`src/rtl/ntt_job_arbiter_if.sv`:
```
// Bundle between NTT client engines, the job arbiter and the shared NTT core.
// The arbiter connects through the slave modport; client/core side through master.
`ifndef DATA_WIDTH
`define DATA_WIDTH 16
`endif

interface ntt_job_arbiter_if #(
    parameter int unsigned REQ_CNT = 2,
    parameter int unsigned DW      = `DATA_WIDTH
);
    localparam int unsigned ID_W = (REQ_CNT > 1) ? $clog2(REQ_CNT) : 1;

    logic [REQ_CNT-1:0]             req;
    logic [REQ_CNT-1:0]             req_valid;
    logic [REQ_CNT-1:0][1:0][DW-1:0] req_data;
    logic [REQ_CNT-1:0]             gnt;
    logic                           core_in_en;
    logic [1:0][DW-1:0]             core_in;
    logic                           core_out_en;
    logic [REQ_CNT-1:0]             rsp_en;
    logic                           busy;
    logic                           done;
    logic [ID_W-1:0]                done_id;
    logic                           err;

    modport master (
        output req, req_valid, req_data, core_out_en,
        input  gnt, core_in_en, core_in, rsp_en, busy, done, done_id, err
    );

    modport slave (
        input  req, req_valid, req_data, core_out_en,
        output gnt, core_in_en, core_in, rsp_en, busy, done, done_id, err
    );
endinterface

```
`src/rtl/ntt_job_arbiter.sv`:
```
// Round-robin arbiter sharing one NTT core between REQ_CNT engines, one polynomial job at a time.
// Optional drain watchdog enabled by defining NTT_ARB_WDT_EN.
`ifndef DATA_WIDTH
`define DATA_WIDTH 16
`endif

module ntt_job_arbiter #(
    parameter int unsigned REQ_CNT    = 2,
    parameter int unsigned BEATS      = 128,
    parameter int unsigned WDT_CYCLES = 1024
) (
    input  logic                clk,
    input  logic                rst,
    ntt_job_arbiter_if.slave    bus
);
    localparam int unsigned DW    = `DATA_WIDTH;
    localparam int unsigned ID_W  = (REQ_CNT > 1) ? $clog2(REQ_CNT) : 1;
    localparam int unsigned CNT_W = $clog2(BEATS) + 1;

    typedef enum logic [1:0] {IDLE, STREAM, DRAIN} state_t;

    state_t             state_q, state_nxt;
    logic [REQ_CNT-1:0] gnt_q, gnt_nxt;
    logic [ID_W-1:0]    owner_q, owner_nxt;
    logic [ID_W-1:0]    rr_ptr_q, rr_ptr_nxt;
    logic [CNT_W-1:0]   in_cnt_q, in_cnt_nxt;
    logic [CNT_W-1:0]   out_cnt_q, out_cnt_nxt;
    logic               core_in_en_q, core_in_en_nxt;
    logic [1:0][DW-1:0] core_in_q, core_in_nxt;
    logic               done_q, done_nxt;
    logic [ID_W-1:0]    done_id_q, done_id_nxt;

    logic               win_found;
    logic [ID_W-1:0]    win_idx;
    int unsigned        scan_idx;
    logic               beat_acc;
    logic               out_inc;
    logic               wdt_trip;

    // Round-robin search starting at rr_ptr
    always_comb begin
        win_found = 1'b0;
        win_idx   = '0;
        scan_idx  = 0;
        for (int unsigned i = 0; i < REQ_CNT; i++) begin
            scan_idx = 32'(rr_ptr_q) + i;
            if (scan_idx >= REQ_CNT) scan_idx = scan_idx - REQ_CNT;
            if (!win_found && bus.req[ID_W'(scan_idx)]) begin
                win_found = 1'b1;
                win_idx   = ID_W'(scan_idx);
            end
        end
    end

    assign beat_acc = (state_q == STREAM) && bus.req_valid[owner_q];
    assign out_inc  = (state_q != IDLE) && bus.core_out_en && (out_cnt_q != CNT_W'(BEATS));

    // State register
    always_ff @(posedge clk or posedge rst) begin
        if (rst) state_q <= IDLE;
        else     state_q <= state_nxt;
    end

    // Next-state logic
    always_comb begin
        state_nxt = state_q;
        case (state_q)
            IDLE:    if (win_found) state_nxt = STREAM;
            STREAM:  if (beat_acc && (in_cnt_q == CNT_W'(BEATS - 1))) state_nxt = DRAIN;
            DRAIN:   if (out_cnt_q == CNT_W'(BEATS)) state_nxt = IDLE;
            default: state_nxt = IDLE;
        endcase
        if (wdt_trip) state_nxt = IDLE;
    end

    // Next values of the registered outputs and counters
    always_comb begin
        gnt_nxt        = gnt_q;
        owner_nxt      = owner_q;
        rr_ptr_nxt     = rr_ptr_q;
        in_cnt_nxt     = in_cnt_q;
        out_cnt_nxt    = out_cnt_q;
        core_in_en_nxt = 1'b0;
        core_in_nxt    = '0;
        done_nxt       = 1'b0;
        done_id_nxt    = done_id_q;
        case (state_q)
            IDLE: begin
                if (win_found) begin
                    gnt_nxt     = REQ_CNT'(1) << win_idx;
                    owner_nxt   = win_idx;
                    rr_ptr_nxt  = (32'(win_idx) == REQ_CNT - 1) ? '0 : win_idx + 1'b1;
                    in_cnt_nxt  = '0;
                    out_cnt_nxt = '0;
                end
            end
            STREAM: begin
                core_in_en_nxt = bus.req_valid[owner_q];
                core_in_nxt    = bus.req_data[owner_q];
                if (beat_acc) in_cnt_nxt = in_cnt_q + 1'b1;
            end
            DRAIN: begin
                if (out_cnt_q == CNT_W'(BEATS)) gnt_nxt = '0;
            end
            default: gnt_nxt = '0;
        endcase
        // Done fires on the out beat that completes the job; the following cycle drops gnt
        if (out_inc) begin
            out_cnt_nxt = out_cnt_q + 1'b1;
            if (out_cnt_q == CNT_W'(BEATS - 1)) begin
                done_nxt    = 1'b1;
                done_id_nxt = owner_q;
            end
        end
        if (wdt_trip) gnt_nxt = '0;
    end

    // Datapath registers
    always_ff @(posedge clk or posedge rst) begin
        if (rst) begin
            gnt_q        <= '0;
            owner_q      <= '0;
            rr_ptr_q     <= '0;
            in_cnt_q     <= '0;
            out_cnt_q    <= '0;
            core_in_en_q <= 1'b0;
            core_in_q    <= '0;
            done_q       <= 1'b0;
            done_id_q    <= '0;
        end else begin
            gnt_q        <= gnt_nxt;
            owner_q      <= owner_nxt;
            rr_ptr_q     <= rr_ptr_nxt;
            in_cnt_q     <= in_cnt_nxt;
            out_cnt_q    <= out_cnt_nxt;
            core_in_en_q <= core_in_en_nxt;
            core_in_q    <= core_in_nxt;
            done_q       <= done_nxt;
            done_id_q    <= done_id_nxt;
        end
    end

`ifdef NTT_ARB_WDT_EN
    localparam int unsigned WDT_W = $clog2(WDT_CYCLES + 1);

    logic [WDT_W-1:0] wdt_cnt_q;
    logic             err_q;

    // Counts DRAIN cycles since the last core output beat
    assign wdt_trip = (state_q == DRAIN) && !bus.core_out_en &&
                      (out_cnt_q != CNT_W'(BEATS)) &&
                      (wdt_cnt_q == WDT_W'(WDT_CYCLES - 1));

    always_ff @(posedge clk or posedge rst) begin
        if (rst) begin
            wdt_cnt_q <= '0;
            err_q     <= 1'b0;
        end else begin
            if ((state_q == DRAIN) && !bus.core_out_en) wdt_cnt_q <= wdt_cnt_q + 1'b1;
            else                                        wdt_cnt_q <= '0;
            if (wdt_trip) err_q <= 1'b1;
        end
    end

    assign bus.err = err_q;
`else
    logic unused_wdt;
    assign unused_wdt = |32'(WDT_CYCLES);
    assign wdt_trip   = 1'b0;
    assign bus.err    = 1'b0;
`endif

    assign bus.gnt        = gnt_q;
    assign bus.core_in_en = core_in_en_q;
    assign bus.core_in    = core_in_q;
    assign bus.done       = done_q;
    assign bus.done_id    = done_id_q;
    assign bus.busy       = (state_q != IDLE);
    // Core output beats go straight back to the owner; gnt is zero in IDLE
    assign bus.rsp_en     = gnt_q & {REQ_CNT{bus.core_out_en}};

endmodule
```
`src/flat_wrapper.sv`:
```
// flat-port wrapper written by rule: the top's interface ports become plain ports
module ntt_job_arbiter_flat 
#(
    parameter int unsigned REQ_CNT    = 2,
    parameter int unsigned BEATS      = 128,
    parameter int unsigned WDT_CYCLES = 1024
)
  (clk, rst, bus_req, bus_req_valid, bus_req_data, bus_core_out_en, bus_gnt, bus_core_in_en, bus_core_in, bus_rsp_en, bus_busy, bus_done, bus_done_id, bus_err);
  ntt_job_arbiter_if #(.REQ_CNT(REQ_CNT)) bus_i ();
  input  logic clk;
  input  logic rst;
  input wire logic [$bits(bus_i.req)-1:0] bus_req;
  input wire logic [$bits(bus_i.req_valid)-1:0] bus_req_valid;
  input wire logic [$bits(bus_i.req_data)-1:0] bus_req_data;
  input wire logic [$bits(bus_i.core_out_en)-1:0] bus_core_out_en;
  output wire logic [$bits(bus_i.gnt)-1:0] bus_gnt;
  output wire logic [$bits(bus_i.core_in_en)-1:0] bus_core_in_en;
  output wire logic [$bits(bus_i.core_in)-1:0] bus_core_in;
  output wire logic [$bits(bus_i.rsp_en)-1:0] bus_rsp_en;
  output wire logic [$bits(bus_i.busy)-1:0] bus_busy;
  output wire logic [$bits(bus_i.done)-1:0] bus_done;
  output wire logic [$bits(bus_i.done_id)-1:0] bus_done_id;
  output wire logic [$bits(bus_i.err)-1:0] bus_err;
  assign bus_i.req = bus_req;
  assign bus_i.req_valid = bus_req_valid;
  assign bus_i.req_data = bus_req_data;
  assign bus_i.core_out_en = bus_core_out_en;
  assign bus_gnt = bus_i.gnt;
  assign bus_core_in_en = bus_i.core_in_en;
  assign bus_core_in = bus_i.core_in;
  assign bus_rsp_en = bus_i.rsp_en;
  assign bus_busy = bus_i.busy;
  assign bus_done = bus_i.done;
  assign bus_done_id = bus_i.done_id;
  assign bus_err = bus_i.err;
  ntt_job_arbiter #(.REQ_CNT(REQ_CNT), .BEATS(BEATS), .WDT_CYCLES(WDT_CYCLES)) u_core (.clk(clk), .rst(rst), .bus(bus_i));
endmodule
```
`config.mk`:
```
export PLATFORM = sky130hd
export DESIGN_NAME = ntt_job_arbiter_flat
export DESIGN_NICKNAME = d
export VERILOG_FILES = /design/src/rtl/ntt_job_arbiter_if.sv /design/src/rtl/ntt_job_arbiter.sv /design/src/flat_wrapper.sv
export SDC_FILE = /design/constraint.sdc
export NUM_CORES = 1
export LEC_CHECK = 0
export BUFFER_PORTS_ARGS = -buffer_cell sky130_fd_sc_hd__buf_2
export CELL_PAD_IN_SITES_DETAIL_PLACEMENT = 0
export CELL_PAD_IN_SITES_GLOBAL_PLACEMENT = 1
export CORE_AREA = 5 5 93 95
export CTS_CLUSTER_SIZE = 30
export DETAILED_ROUTE_END_ITERATION = 12
export DIE_AREA = 0 0 98 100
export GPL_ROUTABILITY_DRIVEN = 0
export PLACE_DENSITY = 0.86
export SLEW_MARGIN = 40
export SYNTH_ARGS = -nofsm -noshare
export SYNTH_HDL_FRONTEND = slang
export SYNTH_SLANG_ARGS = --single-unit
```
`constraint.sdc`:
```
create_clock -name clk -period 2.3 [get_ports clk]
set_input_delay 0.345 -clock clk [delete_from_list [all_inputs] [get_ports clk]]
set_output_delay 0.345 -clock clk [all_outputs]
set_load 0.01 [all_outputs]
```
==> impl_results.md, run 1 <==
* Async S/R FF share, synth at 1.00
* Post-layout net count at 424
* Netlist cell types at 44
* CTS tree: yes
* DIE AREA at 0.00980 mm^2
* Clock power share at 0.312
* Seq pwr share at 0.491
* Area grow syn2layout at 30.4%
* PD cells at 762 mW/mm^2
* N_diodes at 0
* Maximum clock rate at 0.542 GHz
* CTS H-tree lvls at 3
* P_leak at 1.66 nW
* CTS Buf Count at 9
* Hpwl dp at 4830 um
* Worst slew pin tran at 655 ps
* WL met3 at 572 um
* Sw Share at 0.296
* Die height at 100 um
* Post-synthesis sequential element count at 57
* Drt total wl at 6290 um
* Via count at 2,140
* DP Area at 0.00332 mm^2
* Tot GR Track Use at 0.133
* Fin area at 0.00351 mm^2
* Initial DRT Pass Iterations at 4
* Post-CTS Setup Inserts at 0
* Initial core utilization at 0.352
* Met2 wire len at 3070 um
* GRT Residual Overflow at 0
* Wire length per cell at 13.8 um
* CTS resizes at 0
* Share of cells above drive strength 1 at 0.410
* Final Power at 2.67 mW
* Crit path cell chain: nor2_4, inv_2, buf_2
* Largest net degree at the start of global routing at 31
* Fillers at 707
* DR DRC count at 0
* Ys Warns at 0
* DRT met1 WL at 2590 um
* Num ports at 112
* Slew Viols, Final at 0
* Final hold violation count at 0
* Synthesized area per cell at 11.3 um^2
* Fin Hold WS at 104 ps
* Total of max-cap violations at 0
* Initial DRC Count at 91
* DRT antenna net count at 0
* RSZ-0062 raised after global routing: false
* Number of global-route vias before repair at 2,251
* Clock skew at 8.51 ps
* Clock Tree Buf Depth at 2
* Port Buffers at 110
* Later-pin clock latency in the skew report at 320 ps
* Post-Syn Instances at 237
* Crit. End Element: output pin
* Top sig layer: met4
* Die W at 98 um
* Register area share after synthesis at 0.530
* Setup CP Type: reg -> out
* CTS root buf: clkbuf_8
* Tmin final at 1850 ps
* Main synth FF type: dfrtp_1
* First-pass GRT wire length at 10,400 um
* Status: finished, final reports clean
* Net count after synthesis at 311
* Reg area at 0.00143 mm^2
* Hold Buf Count CTS at 0
* Post-synth EDFFs at 0
* Combinational share of power at 0.197
* Initial antenna violation count at 0
* Crit-path max cell delay at 620 ps
* CTS sink cnt at 57
* Slew headroom at 0.563
* Syn Std Cell Area at 0.00269 mm^2
* Finish-stage setup viols at 0
* Vias per cell at 4.69
* HP Class: in -> async
* Tcrit/Tclk final at 0.803
* Critical Path Start Type: flop
* Crit path required time at 1960 ps
* Crit path arrival time at 1500 ps
* Multi-input logic area at 0.00115 mm^2
* Switching Power at 0.791 mW
* Setup_tns at 0 ps
* Critical path fanouts, max at 19
* Placeable Area at 0.00765 mm^2
* Row count at 32
* Cell Int Power at 1.88 mW
* Max VDD drop at 0.376 mV
* Worst-path clk slew at 70 ps
* Critical-path top delay cell: dfrtp_1
## placed cells by master (no fill, tap or decap), drive strengths merged, types with 3 or more instances in the layout
master / count
dfrtp: 57
nor4: 4
a21oi: 4
nor2b: 3
ha: 3
buf: 115
clkbuf: 13
nand2: 6
o21ai: 17
mux2i: 45
nor3: 6
nand3: 8
inv: 8
nor2: 36
and2: 3
## sequential cells by signal, summed over array words and instances (netlist names)
signal and cells:
u_core.bus.done_id 1, u_core.state_q 2, u_core.bus.gnt 2, u_core.owner_q 1, u_core.rr_ptr_q 1, u_core.bus.core_in 32, u_core.in_cnt_q 8, u_core.out_cnt_q 8
u_core.bus.core_in_en 1, u_core.bus.done 1
## worst paths after layout
path | from | end | slack [ps] | cells past startpoint
worst max-delay path | u_core.state_q[0] | bus_busy | 450 | 3
worst min-delay path | rst | u_core.out_cnt_q[0] | 100 | 2
worst max register to register | u_core.state_q[0] | u_core.in_cnt_q[7] | 660 | 3
worst min register to register | u_core.in_cnt_q[6] | u_core.in_cnt_q[6] | 480 | 1
max in group asynchronous | rst | u_core.bus.core_in[15] | 1510 | 3
min in group clk | bus_req_data[28] | u_core.bus.core_in[28] | 260 | 3
## cells in the mapped netlist, types with 2 or more instances
cell,n,area [um^2]
buf_1,3,11.3
nor4_2,3,37.5
and2_1,3,18.8
nor2_1,34,128
mux2i_1,44,440
a31oi_1,2,12.5
buf_6,2,22.5
nor2b_1,3,18.8
nand3_1,7,35.0
o32ai_1,2,17.5
o31ai_1,2,15.0
buf_2,5,25.0
dfrtp_1,57,1430
o21ai_0,15,75.1
nand4_1,2,12.5
nor3_1,6,30.0
a21oi_1,4,20.0
buf_4,3,22.5
inv_1,7,26.3
nand2_1,6,22.5
ha_1,3,37.5
o21bai_1,2,15.0
## area by class of cell
class | instances | area share
Clock inverter | 2 | 0.00357
Multi-Input combinational cell | 159 | 0.328
Tap cell | 102 | 0.0364
Timing Repair Buffer | 115 | 0.168
Inverter | 8 | 0.00857
Sequential cell | 57 | 0.407
Clock buffer | 13 | 0.0482
## through the flow
| step | cells | util | worst slack, ps |
|---|---|---|---|
| 6_report | 456 | 0.458 | 453 |
| 5_1_grt | 456 | 0.458 | 331 |
| 4_1_cts | 456 | 0.458 | 432 |
| 3_5_place_dp | 441 | 0.435 | 665 |
| 3_3_place_gp | 441 | 0.435 | 715 |
| 2_1_floorplan | 237 | - | 555 |
## kinds of logic after synthesis
| family | after synthesis | share of synthesized area |
|---|---|---|
| buffers and inverters | 21 | 0.0414 |
| adder cells (fa/ha/maj) | 3 | 0.0140 |
| multiplexers | 47 | 0.181 |
| other | 1 | 0.00139 |
| AND/OR/NAND/NOR | 73 | 0.149 |
| AO/OA/AOI/OAI | 35 | 0.0828 |
| flip-flops | 57 | 0.530 |
## critical path: cells and delay by family, from the launching register on
family / cells / cell delay (ps)
flops: 1 / 620
simple gates: 1 / 110
buf+inv: 2 / 450
## power by group through the flow
stage | clock, mW | combinational (mW) | sequential [mW]
floorplan | 0 | 0.334 | 1.31
CTS | 0.854 | 0.540 | 1.31
detailed placement | 0 | 0.541 | 1.32
finish | 0.833 | 0.527 | 1.31
global placement | 0 | 0.521 | 1.32
global route | 0.913 | 0.608 | 1.34
## metal layers
metal,global-route usage,vias up
met1,0.157,1007
li1,-,1051
met5,0,-
met3,0.0584,4
met4,0.0415,0
met2,0.219,78
Power figures use the tool's default switching activity.
==> run 2: changes to the inputs <==
Clock period 2.3 ns to 1.9 ns, I/O delays scaled along.
==> impl_results.md, run 2 (synthesis results as in run 1) <==
* Maximum clock rate at 0.604 GHz
* Drt total wl at 6230 um
* Die height at 100 um
* R2r endpoint: u_core.bus.done_id
* Cell Int Power at 2.45 mW
* Combinational share of power at 0.188
* HP Class: in -> reg
* Met2 GRT Util at 0.224
* Setup_tns at 0 ps
* Crit. End Element: output pin
* Worst Setup SP: u_core.state_q[0]
* Die W at 98 um
* Row count at 32
* Final cell count without fillers at 460
* Area grow syn2layout at 33.0%
* Critical-path top delay cell: dfrtp_2
* Initial antenna violation count at 0
* Seq pwr share at 0.461
* Critical path fanouts, max at 19
* CTS H-tree lvls at 3
* Total of max-cap violations at 0
* PD cells at 963 mW/mm^2
* Most frequent cells in the layout: buf_2 (110), dfrtp_1 (54), mux2i_1 (44)
* Global route hottest layer: met2
* Tmin final at 1650 ps
* First-pass GRT wire length at 10,600 um
* R2r worst-path depth at 4
* Clock skew at 6.03 ps
* Sw Share at 0.288
* Placeable Area at 0.00765 mm^2
* Later-pin clock latency in the skew report at 330 ps
* Slew Viols, Final at 0
* CTS Buf Count at 9
* Final hold violation count at 0
* DIE AREA at 0.00980 mm^2
* Share of cells above drive strength 1 at 0.416
* Crit path cell chain: nor2_4, inv_2, buf_2
* Clock power share at 0.351
* Setup CP Type: reg -> out
* CTS tree: yes
* Worst-path clk slew at 60 ps
* R2R Setup Slk at 330 ps
* Vias per cell at 4.65
* Tot GR Track Use at 0.138
* Via count at 2,139
* Post-CTS Setup Inserts at 0
* DRT antenna net count at 0
* Met1 GRT Util at 0.168
* Clock Tree Buf Depth at 2
* Largest register FFs at 32
* Critical Path Start Type: flop
* RSZ-0062 raised after global routing: false
* Tcrit/Tclk final at 0.871
* Crit path to: bus_busy
* Crit path arrival time at 1370 ps
* P_leak at 1.69 nW
* GRT Residual Overflow at 0
* Post-layout net count at 427
* Switching Power at 0.993 mW
* Hold depth at 3
* Reg-to-reg startpoint: u_core.out_cnt_q[0]
* Crit-path max cell delay at 500 ps
* DR DRC count at 0
* CTS sink cnt at 57
* Worst slew pin tran at 535 ps
* Finish-stage setup viols at 0
* CTS root buf: clkbuf_8
* N_diodes at 0
* Largest net degree at the start of global routing at 28
* Max VDD drop at 0.410 mV
* Hpwl dp at 4730 um
* Commonest non-fill, non-tap cell in the layout: buf_2
* Fin util at 0.468
* Num ports at 112
* Number of global-route vias before repair at 2,187
* Dpl cells at 443
* Initial core utilization at 0.352
* Crit path required time at 1620 ps
* Met3 usage at 0.0577
* Initial DRC Count at 84
* Wire length per cell at 13.5 um
* Initial DRT Pass Iterations at 4
* Slew headroom at 0.643
* Status: finished, final reports clean
* Port Buffers at 110
-- run 2: changes by cell type in the layout (fill, tap and decap cells not counted), moves of 2 or more --
cell,previous run,this run
bufinv_16,0,2
dfrtp_1,56,54
clkbuf_8,12,9
dfrtp_2,1,3
-- run 2: what timing repair did --
item / 4_1_cts / 5_1_grt
endpoints found under the hold margin: 13 / 0
hold buffers: 1 / 0
endpoints found under the setup margin: 0 / 1
resized for setup: 0 / 2
-- run 2: power by group through the flow --
| stage | logic, mW | clock network, mW | registers, mW |
|---|---|---|---|
| floorplan | 0.405 | 0 | 1.59 |
| global placement | 0.642 | 0 | 1.60 |
| detailed placement | 0.661 | 0 | 1.60 |
| CTS | 0.659 | 1.25 | 1.58 |
| global route | 0.746 | 1.30 | 1.62 |
| finish | 0.647 | 1.21 | 1.59 |
-- run 2: worst max-delay path, delay by kind of cell, from the launching register on --
family / cells / cell delay [ps]
buf+inv: 2 / 450
flops: 1 / 500
simple gates: 1 / 90
-- run 2: worst min-delay path by stage --
stage	from	endpoint
2_1_floorplan	bus_req[0]	u_core.owner_q
6_report	bus_req_data[25]	u_core.bus.core_in[25]
4_1_cts	bus_req_data[24]	u_core.bus.core_in[24]
3_5_place_dp	rst	u_core.bus.core_in[30]
5_1_grt	bus_req_data[30]	u_core.bus.core_in[30]
3_3_place_gp	rst	u_core.rr_ptr_q
-- run 2: area by class of cell --
cell class	instances	area, um^2
clock buffers	11	131
clock inverters	5	80.1
fillers	713	4070
inverters	8	30.0
multi-input cells	159	1150
flip-flops and latches	57	1430
well taps	102	128
repair buffers	118	626
-- run 2: stage by stage --
stage / cell area [um^2] / worst slack, ps / power (mW) / hold WS (ps)
after floorplan: 2690 / 215 / 1.99 / 382
after global placement: 3350 / 327 / 2.24 / 362
after detailed placement: 3350 / 261 / 2.26 / 359
after CTS: 3570 / 105 / 3.49 / 178
after global routing: 3580 / 120 / 3.67 / 184
final: 3580 / 245 / 3.44 / 190
-- run 2: routing by layer --
layer	up-vias	share of wire	wire length (um)
met5	-	0	0
met4	0	0.014	88
met3	10	0.088	550
met2	79	0.49	3050
met1	986	0.41	2550
li1	1064	-	-
